File: src/rtl/ex_mem_pipe_reg_if.sv
// EX->MEM bundle channel: valid/ready handshake plus the EX result fields on the
// input side and the held MEM-side fields on the output side.
interface ex_mem_pipe_reg_if #(
  parameter int DATA_W = 32,
  parameter int REG_W  = 5
);
  logic              in_valid;
  logic              in_ready;
  logic [1:0]        ctl_wb_in;
  logic [2:0]        ctl_m_in;
  logic [DATA_W-1:0] target_in;
  logic              zero_in;
  logic [DATA_W-1:0] alu_in;
  logic [DATA_W-1:0] store_in;
  logic [REG_W-1:0]  rd_in;

  logic              out_valid;
  logic              out_ready;
  logic [1:0]        wb_ctl_out;
  logic              branch;
  logic              memwrite;
  logic              memread;
  logic [DATA_W-1:0] target_out;
  logic [DATA_W-1:0] alu_out;
  logic [DATA_W-1:0] store_out;
  logic              zero_out;
  logic [REG_W-1:0]  rd_out;

  // Pipeline register side
  modport slave (
    input  in_valid, ctl_wb_in, ctl_m_in, target_in, zero_in, alu_in, store_in, rd_in,
    input  out_ready,
    output in_ready,
    output out_valid, wb_ctl_out, branch, memwrite, memread,
    output target_out, alu_out, store_out, zero_out, rd_out
  );

  // EX producer / MEM consumer side
  modport master (
    output in_valid, ctl_wb_in, ctl_m_in, target_in, zero_in, alu_in, store_in, rd_in,
    output out_ready,
    input  in_ready,
    input  out_valid, wb_ctl_out, branch, memwrite, memread,
    input  target_out, alu_out, store_out, zero_out, rd_out
  );
endinterface

File: src/rtl/ex_mem_pipe_reg.sv
// Elastic EX->MEM pipeline register: main slot plus optional skid slot, synchronous
// flush, saturating bubble counter and registered-source branch-taken (pcsrc).
module ex_mem_pipe_reg #(
  parameter int DATA_W  = 32,
  parameter int REG_W   = 5,
  parameter int SKID_EN = 1,
  parameter int CNT_W   = 16
) (
  input  logic             clk,
  input  logic             rst_n,
  input  logic             flush,
  ex_mem_pipe_reg_if.slave bus,
  output logic             pcsrc,
  output logic [CNT_W-1:0] bubble_cnt
);

  typedef struct packed {
    logic [1:0]        wb;
    logic [2:0]        m;
    logic [DATA_W-1:0] target;
    logic              zero;
    logic [DATA_W-1:0] alu;
    logic [DATA_W-1:0] store;
    logic [REG_W-1:0]  rd;
  } bundle_t;

  bundle_t          in_b;
  bundle_t          main_q;
  bundle_t          skid_q;
  logic             main_vld;
  logic             skid_vld;
  logic             in_ready_int;
  logic             in_fire;
  logic             out_fire;
  logic             load_main;
  logic [CNT_W-1:0] bub_q;

  assign in_b = {bus.ctl_wb_in, bus.ctl_m_in, bus.target_in, bus.zero_in,
                 bus.alu_in, bus.store_in, bus.rd_in};

  assign out_fire  = main_vld & bus.out_ready;
  assign load_main = out_fire | ~main_vld;
  assign in_fire   = bus.in_valid & in_ready_int;

  generate
    if (SKID_EN != 0) begin : g_skid
      logic rdy_q;

      // rdy_q always tracks !skid_vld of the next state, so in_ready has no
      // combinational path from out_ready.
      always_ff @(posedge clk or negedge rst_n) begin
        if (!rst_n) begin
          skid_vld <= 1'b0;
          skid_q   <= '0;
          rdy_q    <= 1'b0;
        end else if (flush) begin
          skid_vld <= 1'b0;
          rdy_q    <= 1'b1;
        end else if (load_main) begin
          skid_vld <= 1'b0;
          rdy_q    <= 1'b1;
        end else if (in_fire) begin
          skid_vld <= 1'b1;
          skid_q   <= in_b;
          rdy_q    <= 1'b0;
        end else begin
          rdy_q    <= ~skid_vld;
        end
      end

      assign in_ready_int = rdy_q;
    end else begin : g_noskid
      assign skid_vld     = 1'b0;
      assign skid_q       = '0;
      assign in_ready_int = rst_n & (bus.out_ready | ~main_vld);
    end
  endgenerate

  // A pending skid entry always wins over the input; in skid mode in_ready is
  // low whenever the skid slot is full, so no input is lost.
  always_ff @(posedge clk or negedge rst_n) begin
    if (!rst_n) begin
      main_vld <= 1'b0;
      main_q   <= '0;
    end else if (flush) begin
      main_vld <= 1'b0;
    end else if (load_main) begin
      if (skid_vld) begin
        main_q   <= skid_q;
        main_vld <= 1'b1;
      end else if (in_fire) begin
        main_q   <= in_b;
        main_vld <= 1'b1;
      end else begin
        main_vld <= 1'b0;
      end
    end
  end

  always_ff @(posedge clk or negedge rst_n) begin
    if (!rst_n) begin
      bub_q <= '0;
    end else if (!main_vld && (bub_q != {CNT_W{1'b1}})) begin
      bub_q <= bub_q + CNT_W'(1);
    end
  end

  assign bubble_cnt = bub_q;

  assign bus.in_ready   = in_ready_int;
  assign bus.out_valid  = main_vld;

  // Control bits are gated so a bubble can never write memory or registers.
  assign bus.wb_ctl_out = main_vld ? main_q.wb : 2'b00;
  assign bus.branch     = main_vld & main_q.m[2];
  assign bus.memwrite   = main_vld & main_q.m[1];
  assign bus.memread    = main_vld & main_q.m[0];
  assign pcsrc          = main_vld & main_q.m[2] & main_q.zero;

  assign bus.target_out = main_q.target;
  assign bus.zero_out   = main_q.zero;
  assign bus.alu_out    = main_q.alu;
  assign bus.store_out  = main_q.store;
  assign bus.rd_out     = main_q.rd;

endmodule
File: src/flat_wrapper.sv
// flat-port wrapper written by rule: the top's interface ports become plain ports
module ex_mem_pipe_reg_flat 
#(
  parameter int DATA_W  = 32,
  parameter int REG_W   = 5,
  parameter int SKID_EN = 1,
  parameter int CNT_W   = 16
)
  (clk, rst_n, flush, pcsrc, bubble_cnt, bus_in_valid, bus_ctl_wb_in, bus_ctl_m_in, bus_target_in, bus_zero_in, bus_alu_in, bus_store_in, bus_rd_in, bus_out_ready, bus_in_ready, bus_out_valid, bus_wb_ctl_out, bus_branch, bus_memwrite, bus_memread, bus_target_out, bus_alu_out, bus_store_out, bus_zero_out, bus_rd_out);
  ex_mem_pipe_reg_if #(.DATA_W(DATA_W), .REG_W(REG_W)) bus_i ();
  input  logic clk;
  input  logic rst_n;
  input  logic flush;
  output logic pcsrc;
  output logic [CNT_W-1:0] bubble_cnt;
  input wire logic [$bits(bus_i.in_valid)-1:0] bus_in_valid;
  input wire logic [$bits(bus_i.ctl_wb_in)-1:0] bus_ctl_wb_in;
  input wire logic [$bits(bus_i.ctl_m_in)-1:0] bus_ctl_m_in;
  input wire logic [$bits(bus_i.target_in)-1:0] bus_target_in;
  input wire logic [$bits(bus_i.zero_in)-1:0] bus_zero_in;
  input wire logic [$bits(bus_i.alu_in)-1:0] bus_alu_in;
  input wire logic [$bits(bus_i.store_in)-1:0] bus_store_in;
  input wire logic [$bits(bus_i.rd_in)-1:0] bus_rd_in;
  input wire logic [$bits(bus_i.out_ready)-1:0] bus_out_ready;
  output wire logic [$bits(bus_i.in_ready)-1:0] bus_in_ready;
  output wire logic [$bits(bus_i.out_valid)-1:0] bus_out_valid;
  output wire logic [$bits(bus_i.wb_ctl_out)-1:0] bus_wb_ctl_out;
  output wire logic [$bits(bus_i.branch)-1:0] bus_branch;
  output wire logic [$bits(bus_i.memwrite)-1:0] bus_memwrite;
  output wire logic [$bits(bus_i.memread)-1:0] bus_memread;
  output wire logic [$bits(bus_i.target_out)-1:0] bus_target_out;
  output wire logic [$bits(bus_i.alu_out)-1:0] bus_alu_out;
  output wire logic [$bits(bus_i.store_out)-1:0] bus_store_out;
  output wire logic [$bits(bus_i.zero_out)-1:0] bus_zero_out;
  output wire logic [$bits(bus_i.rd_out)-1:0] bus_rd_out;
  assign bus_i.in_valid = bus_in_valid;
  assign bus_i.ctl_wb_in = bus_ctl_wb_in;
  assign bus_i.ctl_m_in = bus_ctl_m_in;
  assign bus_i.target_in = bus_target_in;
  assign bus_i.zero_in = bus_zero_in;
  assign bus_i.alu_in = bus_alu_in;
  assign bus_i.store_in = bus_store_in;
  assign bus_i.rd_in = bus_rd_in;
  assign bus_i.out_ready = bus_out_ready;
  assign bus_in_ready = bus_i.in_ready;
  assign bus_out_valid = bus_i.out_valid;
  assign bus_wb_ctl_out = bus_i.wb_ctl_out;
  assign bus_branch = bus_i.branch;
  assign bus_memwrite = bus_i.memwrite;
  assign bus_memread = bus_i.memread;
  assign bus_target_out = bus_i.target_out;
  assign bus_alu_out = bus_i.alu_out;
  assign bus_store_out = bus_i.store_out;
  assign bus_zero_out = bus_i.zero_out;
  assign bus_rd_out = bus_i.rd_out;
  ex_mem_pipe_reg #(.DATA_W(DATA_W), .REG_W(REG_W), .SKID_EN(SKID_EN), .CNT_W(CNT_W)) u_core (.clk(clk), .rst_n(rst_n), .flush(flush), .bus(bus_i), .pcsrc(pcsrc), .bubble_cnt(bubble_cnt));
endmodule
File: config.mk
export PLATFORM = sky130hd
export DESIGN_NAME = ex_mem_pipe_reg_flat
export DESIGN_NICKNAME = d
export VERILOG_FILES = /design/src/rtl/ex_mem_pipe_reg_if.sv /design/src/rtl/ex_mem_pipe_reg.sv /design/src/flat_wrapper.sv
export SDC_FILE = /design/constraint.sdc
export NUM_CORES = 1
export LEC_CHECK = 0
export CORE_MARGIN = 2
export CORE_UTILIZATION = 51
export CTS_BUF_LIST = sky130_fd_sc_hd__clkbuf_8
export CTS_CLUSTER_SIZE = 25
export DETAILED_ROUTE_END_ITERATION = 10
export PLACE_DENSITY = 0.91
export SKIP_CTS_REPAIR_TIMING = 1
export SLEW_MARGIN = 5
export SYNTH_ARGS = -nofsm -noshare
export SYNTH_HDL_FRONTEND = slang
export SYNTH_SLANG_ARGS = --single-unit
export TNS_END_PERCENT = 20
File: constraint.sdc
create_clock -name clk -period 4.74 [get_ports clk]
set_input_delay 1.422 -clock clk [delete_from_list [all_inputs] [get_ports clk]]
set_output_delay 1.422 -clock clk [all_outputs]
set_load 0.02 [all_outputs]
---- Yosys cells after proc, flatten, opt, wreduce, memory -nomap -nowiden ----
Cells that the tools add are included.
Widths: inputs -> output; s select.
word-level totals
  output and inout port bits .............. 126
  register bits ........................... 233
  word-level logic and storage cells ...... 51
cells by class
  reductions and logical operators ........ 7
  bitwise operators ....................... 11
  mux-type cells .......................... 13
  $add $sub $neg .......................... 1
  eq/ne operators ......................... 1
operators with widths
  kind                   count
  $mux 107               2
  $add 16x1->16 const B  1
  $ne 16x16->1 const B   1
  $mux 1                 10
  $and 1x1->1            6
  $reduce_and 3->1       2
  $not 1->1              4
  $reduce_bool 2->1      2
  $reduce_bool 3->1      1
  $mux 2                 1
  $logic_and 1x1->1      1
  $logic_not 1->1        1
  $or 1x1->1             1

---- Logic depth before layout (Yosys ltp) ----
Gate-level depths: netlist of run 1.
  depth after elaboration ................. 5
  gate-level depth with buffers ........... 7
  depth with buffers taken out ............ 5

---- Least setup slack after synthesis of run 1 ----
OpenSTA, ideal clock, no wires.
  kind .................................... input -> register
  from .................................... input bus_out_ready
  to ...................................... register u_core.skid_q[0] (netlist bit)
  stages .................................. 5
  path buffers ............................ 2
  data required time ...................... 4.613 ns
  data arrival time ....................... 2.570 ns
  path slack .............................. 2.043 ns
  cell sequence ........................... nand2b_1 -> nor3_2 -> buf_4 -> buf_6 -> mux2_1
on the way
  longest elaborated chain between the ends .. 4
RTL lines
  what                               RTL line               RTL
  start: declaration                 flat_wrapper.sv:24     input wire logic [$bits(bus_i.out_ready)-1:0] bus_out_ready;
  $and 1x1->1                        ex_mem_pipe_reg.sv:41  assign out_fire = main_vld & bus.out_ready;
  $or 1x1->1                         ex_mem_pipe_reg.sv:42  assign load_main = out_fire | ~main_vld;
  $not 1->1 (no source line)         -
  $reduce_and 3->1 (no source line)  -
  end signal: assignment             ex_mem_pipe_reg.sv:64  skid_q <= in_b;
  end: declaration                   ex_mem_pipe_reg.sv:29  bundle_t skid_q;
Every way passes these cells.
A chain may end at the register's enable or synchronous reset.

---- Final worst setup path of run 1 ----
  from .................................... register u_core.main_vld (netlist: u_core.bus.out_valid)
  to ...................................... output pcsrc
on the way
  longest elaborated chain between the ends .. 2
RTL lines
  what                      RTL line                RTL
  start: declaration        ex_mem_pipe_reg.sv:30   logic main_vld;
  start signal: assignment  ex_mem_pipe_reg.sv:83   main_vld <= 1'b0;
  start signal: assignment  ex_mem_pipe_reg.sv:86   main_vld <= 1'b0;
  start signal: assignment  ex_mem_pipe_reg.sv:90   main_vld <= 1'b1;
  $and 1x1->1 (2 in a row)  ex_mem_pipe_reg.sv:118  assign pcsrc = main_vld & main_q.m[2] & main_q.zero;
  end: declaration          flat_wrapper.sv:14      output logic pcsrc;
Every way passes these cells.

==> flow_metrics.tcl, run 1 <==
set metrics [dict create \
    worstSkewPairLatency_ns 0.51 \
    drc 0 \
    gp_congestion 0.796 \
    synth-seq-cells 233 \
    cts_tree "done" \
    grt_pass1_vias 7199 \
    die_w_microns 148 \
    cts-htree-levels 2 \
    die_h_microns 148 \
    fillers 1485 \
    finalCritPeriodShare_pct 73.7 \
    ys_seq_area_share_pct 55.2 \
    holdPathEnd "u_core.skid_q[19]" \
    hold_viol 0 \
    critPathMaxStageDelay_ns 0.68 \
    required_ns 3.32 \
    root_buffer "clkbuf_8" \
    drv_cap 0 \
    timing.final.crit_period_ns 3.49 \
    antenna_found_initial 1 \
    whs_path_depth 1 \
    worst_setup_path_start_kind "flip-flop" \
    initial_core_util_pct 52.1 \
    ff2ff_path_depth 5 \
    rsz0062_at_grt "no" \
    grt_pass1_wl_mm 35.7 \
    crit_type "flip-flop to output port" \
    holdWs_ns 0.483 \
    numCtsBuffers 39 \
    finalNetCount 1139 \
    cts.path.max_buffers 3 \
    die_area_sq_um 21900 \
    syn_avg_cell_area_sq_um 12.0 \
    crit_start "u_core.bus.out_valid" \
    cp_top_family "flip-flops" \
    fin_skew_ns 0.0117 \
    netSwitchingFraction_pct 29.1 \
    cpMaxStageDelayCell "dfrtp_1" \
    outcome "finished clean" \
    synth_warnings 0 \
    setup_viol 0 \
    tns_ns 0 \
    grtUsageTotal_pct 20.2 \
    p_comb_share_pct 23.6 \
    crit_fanout 13 \
    final_max_slew_viol_count 0 \
    p_sw_w 0.00170 \
    cp.arrival_ns 2.07 \
    dpl.hpwl_mm 14.9 \
    io_pins 238 \
    routed_wl_mm 22.2 \
    area_growth_pct 25.3 \
    grt_max_degree 99 \
    path_buf_inv 1 \
    worstReg2RegStart "u_core.skid_vld" \
    worst_pin_slew_ns 1.02 \
    synthCells 884 \
    drt_iter0_drc 287 \
    synth_area_sq_um 10600 \
    viasPerCell 5.21 \
    internal-power_w 0.00413 \
    cts_sinks 233 \
    crit_chain "and3_1 > clkdlybuf4s50_1" \
    rows 52 \
    core_area_sq_um 20300 \
    cp-end-kind "output port" \
    maxSlewHeadroom_pct 31.9 \
    drive_gt1_share_pct 15.1 \
    routed-via-count 6896 \
    portBuffers 237 \
    antenna_left 0 \
    p_leak_nw 5.40 \
    synth.net_count 997 \
    holdCritPathClass "flip-flop to flip-flop" \
    seqPwrFrac_pct 46.5 \
    power_density_nw_per_um2 439 \
    ff2ff_setup_slack_ns 2.16 \
    clkTransAtPathRegs_ns 0.06 \
    synth.distinct_cells 33 \
    wl_per_cell_microns 16.8 \
    grt-ovfl-total 0 \
    r2r-end "u_core.bus.target_out[27]" \
    clockPowerShare_pct 29.9 \
    max_clock_freq_mhz 286 \
    drt-pass1-iter-count 7 \
    ir_drop_mv 0.258 \
    min_from "u_core.skid_q[19]" \
]
-- sequential cells by signal, summed over array words and instances, names as in the netlist --
| name | cells |
|---|---|
| u_core.skid_q | 107 |
| u_core.skid_vld | 1 |
| u_core.bus.store_out | 32 |
| u_core.bubble_cnt | 16 |
| u_core.bus.zero_out | 1 |
| u_core.bus.in_ready | 1 |
| u_core.bus.rd_out | 5 |
| u_core.bus.target_out | 32 |
| u_core.main_q | 5 |
| u_core.bus.alu_out | 32 |
| u_core.bus.out_valid | 1 |
-- metal layers --
layer | GRT usage [%] | up-vias | wire length (microns)
li1 | - | 3226 | -
met1 | 24.9 | 3405 | 8970
met2 | 34.5 | 217 | 11300
met3 | 5.19 | 48 | 1400
met4 | 7.19 | 0 | 573
met5 | 0 | - | 0
-- synth_stat cells (all sizes together) --
library cell  number  area [sq um]
nand3              5          30.0
nor2b              4          25.0
nand2              5          21.3
inv                3          11.3
mux2             109          1230
nor3               7          45.0
and2               5          31.3
mux2i            107          1070
nand4              3          48.8
nor4               3          25.0
and4b              2          20.0
nor4b              3          45.0
and3               2          12.5
a21oi            114           571
a31oi              1          6.26
clkbuf             5          18.8
ha                 1          12.5
nor3b              1          7.51
or2                1          6.26
nor2             117           439
dfrtp            233          5830
buf              143           981
nand2b             1          6.26
xor2               9          78.8
-- cells by family (layout without fill, tap and decap cells) --
family,count (synthesis),in the layout,share of synthesized area (%)
fa+ha+maj,1,1,0.118
flops,233,233,55.2
simple gates,159,159,7.22
other cells,0,1,0
xor+xnor,9,9,0.746
compound gates,115,115,5.46
mux,216,216,21.7
buf+inv,151,319,9.56
-- stage by stage --
| stage | worst slack [ns] | instance area, sq um | util (%) | cells | total power, W |
|---|---|---|---|---|---|
| 3_3_place_gp | 1.27 | 12500 | 61.4 | 1255 | 0.00405 |
| 3_5_place_dp | 1.24 | 12500 | 61.4 | 1255 | 0.00413 |
| 2_1_floorplan | 2.04 | 10600 | - | 884 | 0.00362 |
| 4_1_cts | 1.20 | 13200 | 65.3 | 1322 | 0.00589 |
| 6_report | 1.25 | 13300 | 65.3 | 1323 | 0.00582 |
| 5_1_grt | 1.10 | 13300 | 65.3 | 1323 | 0.00613 |
-- worst reg2reg max path, stage by stage, from the launching register on --
cell and delay [ns]:
dfrtp_4 1.01, a21oi_1 0.23, nor3_4 0.63, buf_12 0.37, nor2_1 0.11, a21oi_1 0.16
-- power groups by stage --
stage,Sequential (W),Combinational [W],Clock [W]
after floorplan,0.00269,0.000931,0
after global placement,0.00271,0.00133,0
after detailed placement,0.00274,0.00139,0
after CTS,0.00271,0.00139,0.00179
after global routing,0.00276,0.00148,0.00188
final,0.00271,0.00137,0.00174
-- how the worst max path moves through the flow --
stage,end,slack (ns),cells after the start
floorplan,u_core.skid_q[0],2.04,5
finish,pcsrc,1.25,2
detailed placement,u_core.skid_q[89],1.24,5
CTS,pcsrc,1.20,2
global placement,u_core.skid_q[84],1.27,5
global route,pcsrc,1.10,2
-- layout by cell type, fill, tap and decap left out, types with 2 or more instances in the layout --
master           count
mux2_1              30
clkdlybuf4s50_1    236
buf_4                6
nand4_4              2
nand2_1              4
nor4_1               2
nor4b_2              3
clkinv_2             3
nor3_1               5
nor2b_1              4
mux2_2              79
mux2i_1            107
and2_1               5
dfrtp_1            232
and3_1               2
xor2_1               9
nand3_1              4
buf_12               6
nor3_4               2
and4b_1              2
inv_1               14
nor2_1             117
clkbuf_8            52
a21oi_1            114
-- area by class of cell --
| cell class | count | area (sq um) | share of cell area [%] |
|---|---|---|---|
| antenna | 1 | 2.50 | 0.0189 |
| clock buffer | 52 | 716 | 5.40 |
| clock inverter | 15 | 63.8 | 0.482 |
| inverter | 3 | 11.3 | 0.0850 |
| multi-input combinational | 500 | 3740 | 28.2 |
| sequential | 233 | 5830 | 44.0 |
| tap | 270 | 338 | 2.55 |
| timing repair buffer | 249 | 2540 | 19.2 |
(Power assumes the default switching activity.)
==> run 2: changes to the inputs <==
Clock period 4.74 ns to 3.6 ns, I/O delays scaled along.
==> run 2 against run 1 <==
Effect of this change: worst setup slack lost 0.84 ns; first-iteration DRC count down 21%; register-to-register slack worse by 0.82 ns; critical path depth is the same; via count down 1.2%; wire length down 0.84%; global-route usage decreased by 0.11 points; sequential share of layout area down 0.079 points; clock-buffer cell count shrank 3.
==> flow_metrics.tcl, run 2 (synthesized netlist as in run 1, its figures left out) <==
set metrics [dict create \
    crit_fanout 13 \
    io_pins 238 \
    cp.arrival_ns 2.11 \
    antenna_cells 0 \
    final_max_slew_viol_count 0 \
    die_area_sq_um 21900 \
    fillers 1483 \
    grt_pass1_wl_mm 35.6 \
    cts.path.max_buffers 3 \
    final_core_util_pct 65.4 \
    viasPerCell 5.14 \
    maxSlewHeadroom_pct 39.1 \
    setup_viol 0 \
    fin_skew_ns 0.0132 \
    core_area_sq_um 20300 \
    antenna_found_initial 0 \
    worst_pin_slew_ns 0.913 \
    numCtsBuffers 39 \
    regMostFlops "u_core.skid_q" \
    routed_wl_mm 22.0 \
    cts_sinks 233 \
    power_density_nw_per_um2 573 \
    p_leak_nw 5.43 \
    initial_core_util_pct 52.1 \
    ir_drop_mv 0.346 \
    postPlaceCellArea_sq_um 12500 \
    portBuffers 237 \
    die_h_microns 148 \
    drc 0 \
    finalPower_w 0.00761 \
    worstSkewPairLatency_ns 0.52 \
    hold_viol 0 \
    wl_per_cell_microns 16.6 \
    drt-pass1-iter-count 4 \
    finalNetCount 1142 \
    stdcell_area_sq_um 13300 \
    drt_iter0_drc 226 \
    drive_gt1_share_pct 15.0 \
    timing.final.crit_period_ns 3.19 \
    area_growth_pct 25.6 \
    cts_tree "done" \
    cts-htree-levels 2 \
    rsz0062_at_grt "no" \
    die_w_microns 148 \
    max_clock_freq_mhz 313 \
    grt_pass1_vias 7042 \
    routed-via-count 6810 \
    crit_type "flip-flop to output port" \
    worst_setup_path_start_kind "flip-flop" \
    final_common_cell "clkdlybuf4s50_1" \
    outcome "finished clean" \
    root_buffer "clkbuf_8" \
    largest_reg_flops 107 \
    cp-end-kind "output port" \
    required_ns 2.52 \
    rows 52 \
    clkTransAtPathRegs_ns 0.06 \
    grt-ovfl-total 0 \
    drv_cap 0 \
    gp_congestion 0.744 \
    final_cell_mix "clkdlybuf4s50_1 (236), dfrtp_1 (232), nor2_1 (117)" \
    dpl.hpwl_mm 14.4 \
    tns_ns 0 \
    antenna_left 0 \
    holdCritPathClass "flip-flop to flip-flop" \
    finalCritPeriodShare_pct 88.7 \
    grtUsageTotal_pct 20.1 \
    grt_max_degree 108 \
]
run 2: cell types whose count changed in the layout (fill, tap and decap cells not counted), sizes merged:
cell / before / now
inv: 14 / 18
clkinvlp: 1 / 0
clkbuf: 52 / 49
buf: 13 / 16
diode: 1 / 0
run 2: path summary, 6_finish.rpt:
check	start	end	slack, ns	cells after the start
worst max-delay path	u_core.bus.out_valid	pcsrc	0.41	2
worst min-delay path	u_core.skid_q[18]	u_core.skid_q[18]	0.48	1
worst max register to register	u_core.bus.out_valid	u_core.bus.target_out[29]	1.34	5
worst min register to register	u_core.skid_q[18]	u_core.skid_q[18]	0.48	1
max in group asynchronous	rst_n	u_core.skid_q[47]	2.22	2
min in group asynchronous	rst_n	u_core.skid_q[14]	0.58	1
run 2: layer usage:
metal  GRT usage [%]  wire (microns)
met5               0               0
met4            5.67             438
met3            5.80            1480
met2            34.2           11000
met1            25.1            9080
run 2: worst max-delay path, stage by stage (launching register included):
cell and delay (ns):
dfrtp_1 0.72, and3_1 0.25, clkdlybuf4s50_1 0.64
run 2: layout make-up:
type,count,area (sq um),share of cell area (%)
inverter,3,11.3,0.0848
timing repair buffer,252,2600,19.6
tap,270,338,2.55
clock buffer,49,674,5.08
multi-input combinational,500,3740,28.2
clock inverter,18,71.3,0.537
sequential,233,5830,44.0
run 2: metrics by stage:
stage / hold WS [ns] / instances / worst slack, ns
floorplan: 0.458 / 884 / 1.24
global placement: 0.467 / 1258 / 0.637
detailed placement: 0.476 / 1258 / 0.558
CTS: 0.488 / 1325 / 0.352
global route: 0.501 / 1325 / 0.263
finish: 0.483 / 1325 / 0.409
run 2: where the power goes:
| group | internal [W] | switching, W | total [W] | leakage, nW |
|---|---|---|---|---|
| logic | 0.000963 | 0.000863 | 0.00183 | 2.25 |
| clock network | 0.00122 | 0.00100 | 0.00222 | 0.444 |
| registers | 0.00319 | 0.000368 | 0.00356 | 2.73 |
==> run 3: changes to the inputs <==
Settings changed: ABC_AREA set to 1, PLACE_DENSITY 0.91 to 0.9, SLEW_MARGIN 5 to 25.
==> run 3 against run 2 <==
Effect of this change: core utilization decreased by 1.0 points; flip-flop and latch count is the same; clock-buffer cell count is 4 higher; worst hold slack lost 0.0019 ns; sequential share of layout area is 0.87 points lower; maximum frequency down 1.3%; critical path type unchanged; worst setup slack lost 0.043 ns; sequential power about the same; largest power group unchanged; power increased by 2.3%.
==> flow_metrics.tcl, run 3 <==
set metrics [dict create \
    outcome "finished clean" \
    initial_core_util_pct 51.8 \
    rows 53 \
    path_buf_inv 1 \
    drive_gt1_share_pct 6.68 \
    timing.final.crit_period_ns 3.23 \
    final_cell_mix "nand2_1 (381), clkdlybuf4s50_1 (236), dfrtp_1 (233)" \
    synth.top_cells.by_count "nand2_1 (381), dfrtp_1 (233), o21ai_0 (214)" \
    finalPower_w 0.00778 \
    io_pins 238 \
    viasPerCell 5.02 \
    final_max_slew_viol_count 0 \
    power_density_nw_per_um2 575 \
    dpl.hpwl_mm 16.4 \
    synth_warnings 0 \
    grt_pass1_wl_mm 40.0 \
    largest_reg_flops 107 \
    final_core_util_pct 64.4 \
    ys_seq_area_share_pct 53.5 \
    grtUsageTotal_pct 21.8 \
    routed-via-count 8668 \
    cts.path.max_buffers 3 \
    grt_max_degree 104 \
    die_area_sq_um 22600 \
    maxSlewHeadroom_pct 43.1 \
    drv_cap 0 \
    pre_cts_ws_ns 0.554 \
    drc 0 \
    netlist.top_cell.by_area "dfrtp_1" \
    routed_wl_mm 24.5 \
    p_leak_nw 6.72 \
    syn_avg_cell_area_sq_um 8.38 \
    gp_congestion 0.830 \
    max_clock_freq_mhz 309 \
    synthArstFlopShare_pct 100 \
    grt_pass1_vias 8471 \
    cpMaxStageDelayCell "dfrtp_1" \
    finalCritPeriodShare_pct 89.9 \
    rsz0062_at_grt "no" \
    antenna_left 0 \
    cp-end-kind "output port" \
    portBuffers 237 \
    critPathMaxStageDelay_ns 0.71 \
    setup_viol 0 \
    die_h_microns 150 \
    fin_skew_ns 0.0157 \
    antenna_found_initial 0 \
    tns_ns 0 \
    netlist.area_leader.share_pct 53.5 \
    numCtsBuffers 40 \
    worst_pin_slew_ns 0.850 \
    synth.distinct_cells 27 \
    wl_per_cell_microns 14.2 \
    required_ns 2.52 \
    crit_chain "nand2_1 > nor2_1 > clkdlybuf4s50_1" \
    core_area_sq_um 21000 \
    ir_drop_mv 0.354 \
    synth-seq-cells 233 \
    dp.cells 1653 \
    worst_setup_path_start_kind "flip-flop" \
    worstSkewPairLatency_ns 0.52 \
    synth_area_sq_um 10900 \
    root_buffer "clkbuf_8" \
    drt_iter0_drc 494 \
    crit_fanout 10 \
    drt-pass1-iter-count 5 \
    synth-edff-count 0 \
    synth_area_leaders "dfrtp_1 (54%), nand2_1 (13%), o21ai_0 (9.8%)" \
    cts-htree-levels 2 \
    synth.most_common_cell "nand2_1" \
    clkTransAtPathRegs_ns 0.06 \
    synthCells 1300 \
    cts_tree "done" \
    area_growth_pct 24.2 \
    cp.arrival_ns 2.15 \
    die_w_microns 150 \
    cts_sinks 233 \
    fin_cells 1728 \
    cp_top_family "flip-flops" \
    grt-ovfl-total 0 \
    finalWorstSetupSlack_ns 0.365 \
    crit_type "flip-flop to output port" \
    final_common_cell "nand2_1" \
    synthFlopType "dfrtp_1" \
    regMostFlops "u_core.skid_q" \
    hold_viol 0 \
    finalNetCount 1533 \
    synth.net_count 1413 \
    holdCritPathClass "flip-flop to flip-flop" \
]
## run 3: changes by cell type in the layout (fill, tap and decap cells not counted), sizes merged, moves of 7 or more
| cell | before | now |
|---|---|---|
| nand2 | 5 | 386 |
| mux2 | 109 | 0 |
| inv | 18 | 148 |
| xor2 | 9 | 2 |
| nor2 | 117 | 20 |
| a21oi | 114 | 0 |
| o21ai | 0 | 330 |
| mux2i | 107 | 0 |
## run 3: kinds of logic after synthesis
logic type | count (synthesis) | synth area share (%)
AND/OR/NAND/NOR | 422 | 15.4
AO/OA/AOI/OAI | 331 | 15.4
buffers and inverters | 309 | 15.3
flip-flops | 233 | 53.5
XOR/XNOR | 4 | 0.322
adder cells (fa/ha/maj) | 1 | 0.115
## run 3: path summary, 6_finish.rpt
check,start,to,slack [ns],cells after the start
worst max register to register,u_core.bus.out_valid,u_core.skid_q[85],1.54,6
max in group asynchronous,rst_n,u_core.main_q[105],2.15,2
min in group asynchronous,rst_n,u_core.skid_q[15],0.53,1
worst min-delay path,u_core.bus.alu_out[0],u_core.bus.alu_out[0],0.48,2
worst max-delay path,u_core.bus.out_valid,pcsrc,0.37,3
worst min register to register,u_core.bus.alu_out[0],u_core.bus.alu_out[0],0.48,2
## run 3: report_power, final
group | internal (W) | leakage, nW | switching [W]
clock | 0.00140 | 0.474 | 0.00107
sequential | 0.00318 | 2.93 | 0.000345
combinational | 0.000839 | 3.31 | 0.000944
total | 0.00542 | 6.72 | 0.00236
## run 3: stage by stage
stage,area [sq um],hold slack (ns)
after CTS,13500,0.487
after global placement,12700,0.462
after detailed placement,12700,0.472
after floorplan,10900,0.448
final,13500,0.481
after global routing,13500,0.498
## run 3: layer usage
layer	routed length [microns]	share of wire, %	up-vias	global-route usage (%)
li1	-	-	4250	-
met1	10200	42	4018	27.8
met2	12000	49	319	36.3
met3	1290	5.3	81	3.73
met4	1000	4.1	0	10.6
met5	0	0	-	0
## run 3: layout make-up
cell class	instances	area, sq um
clock buffers	53	729
diodes	1	2.50
repair buffers	250	2570
inverters	137	519
well taps	275	344
flip-flops and latches	233	5830
multi-input cells	758	3410
fillers	1635	7490
clock inverters	21	126
## run 3: worst register-to-register path: stages (launching register included)
cell and delay (ns):
dfrtp_1 0.71, nand2_4 0.14, nor2_4 0.14, nand3_4 0.31
buf_12 0.34, nand2_1 0.21, o21ai_1 0.08
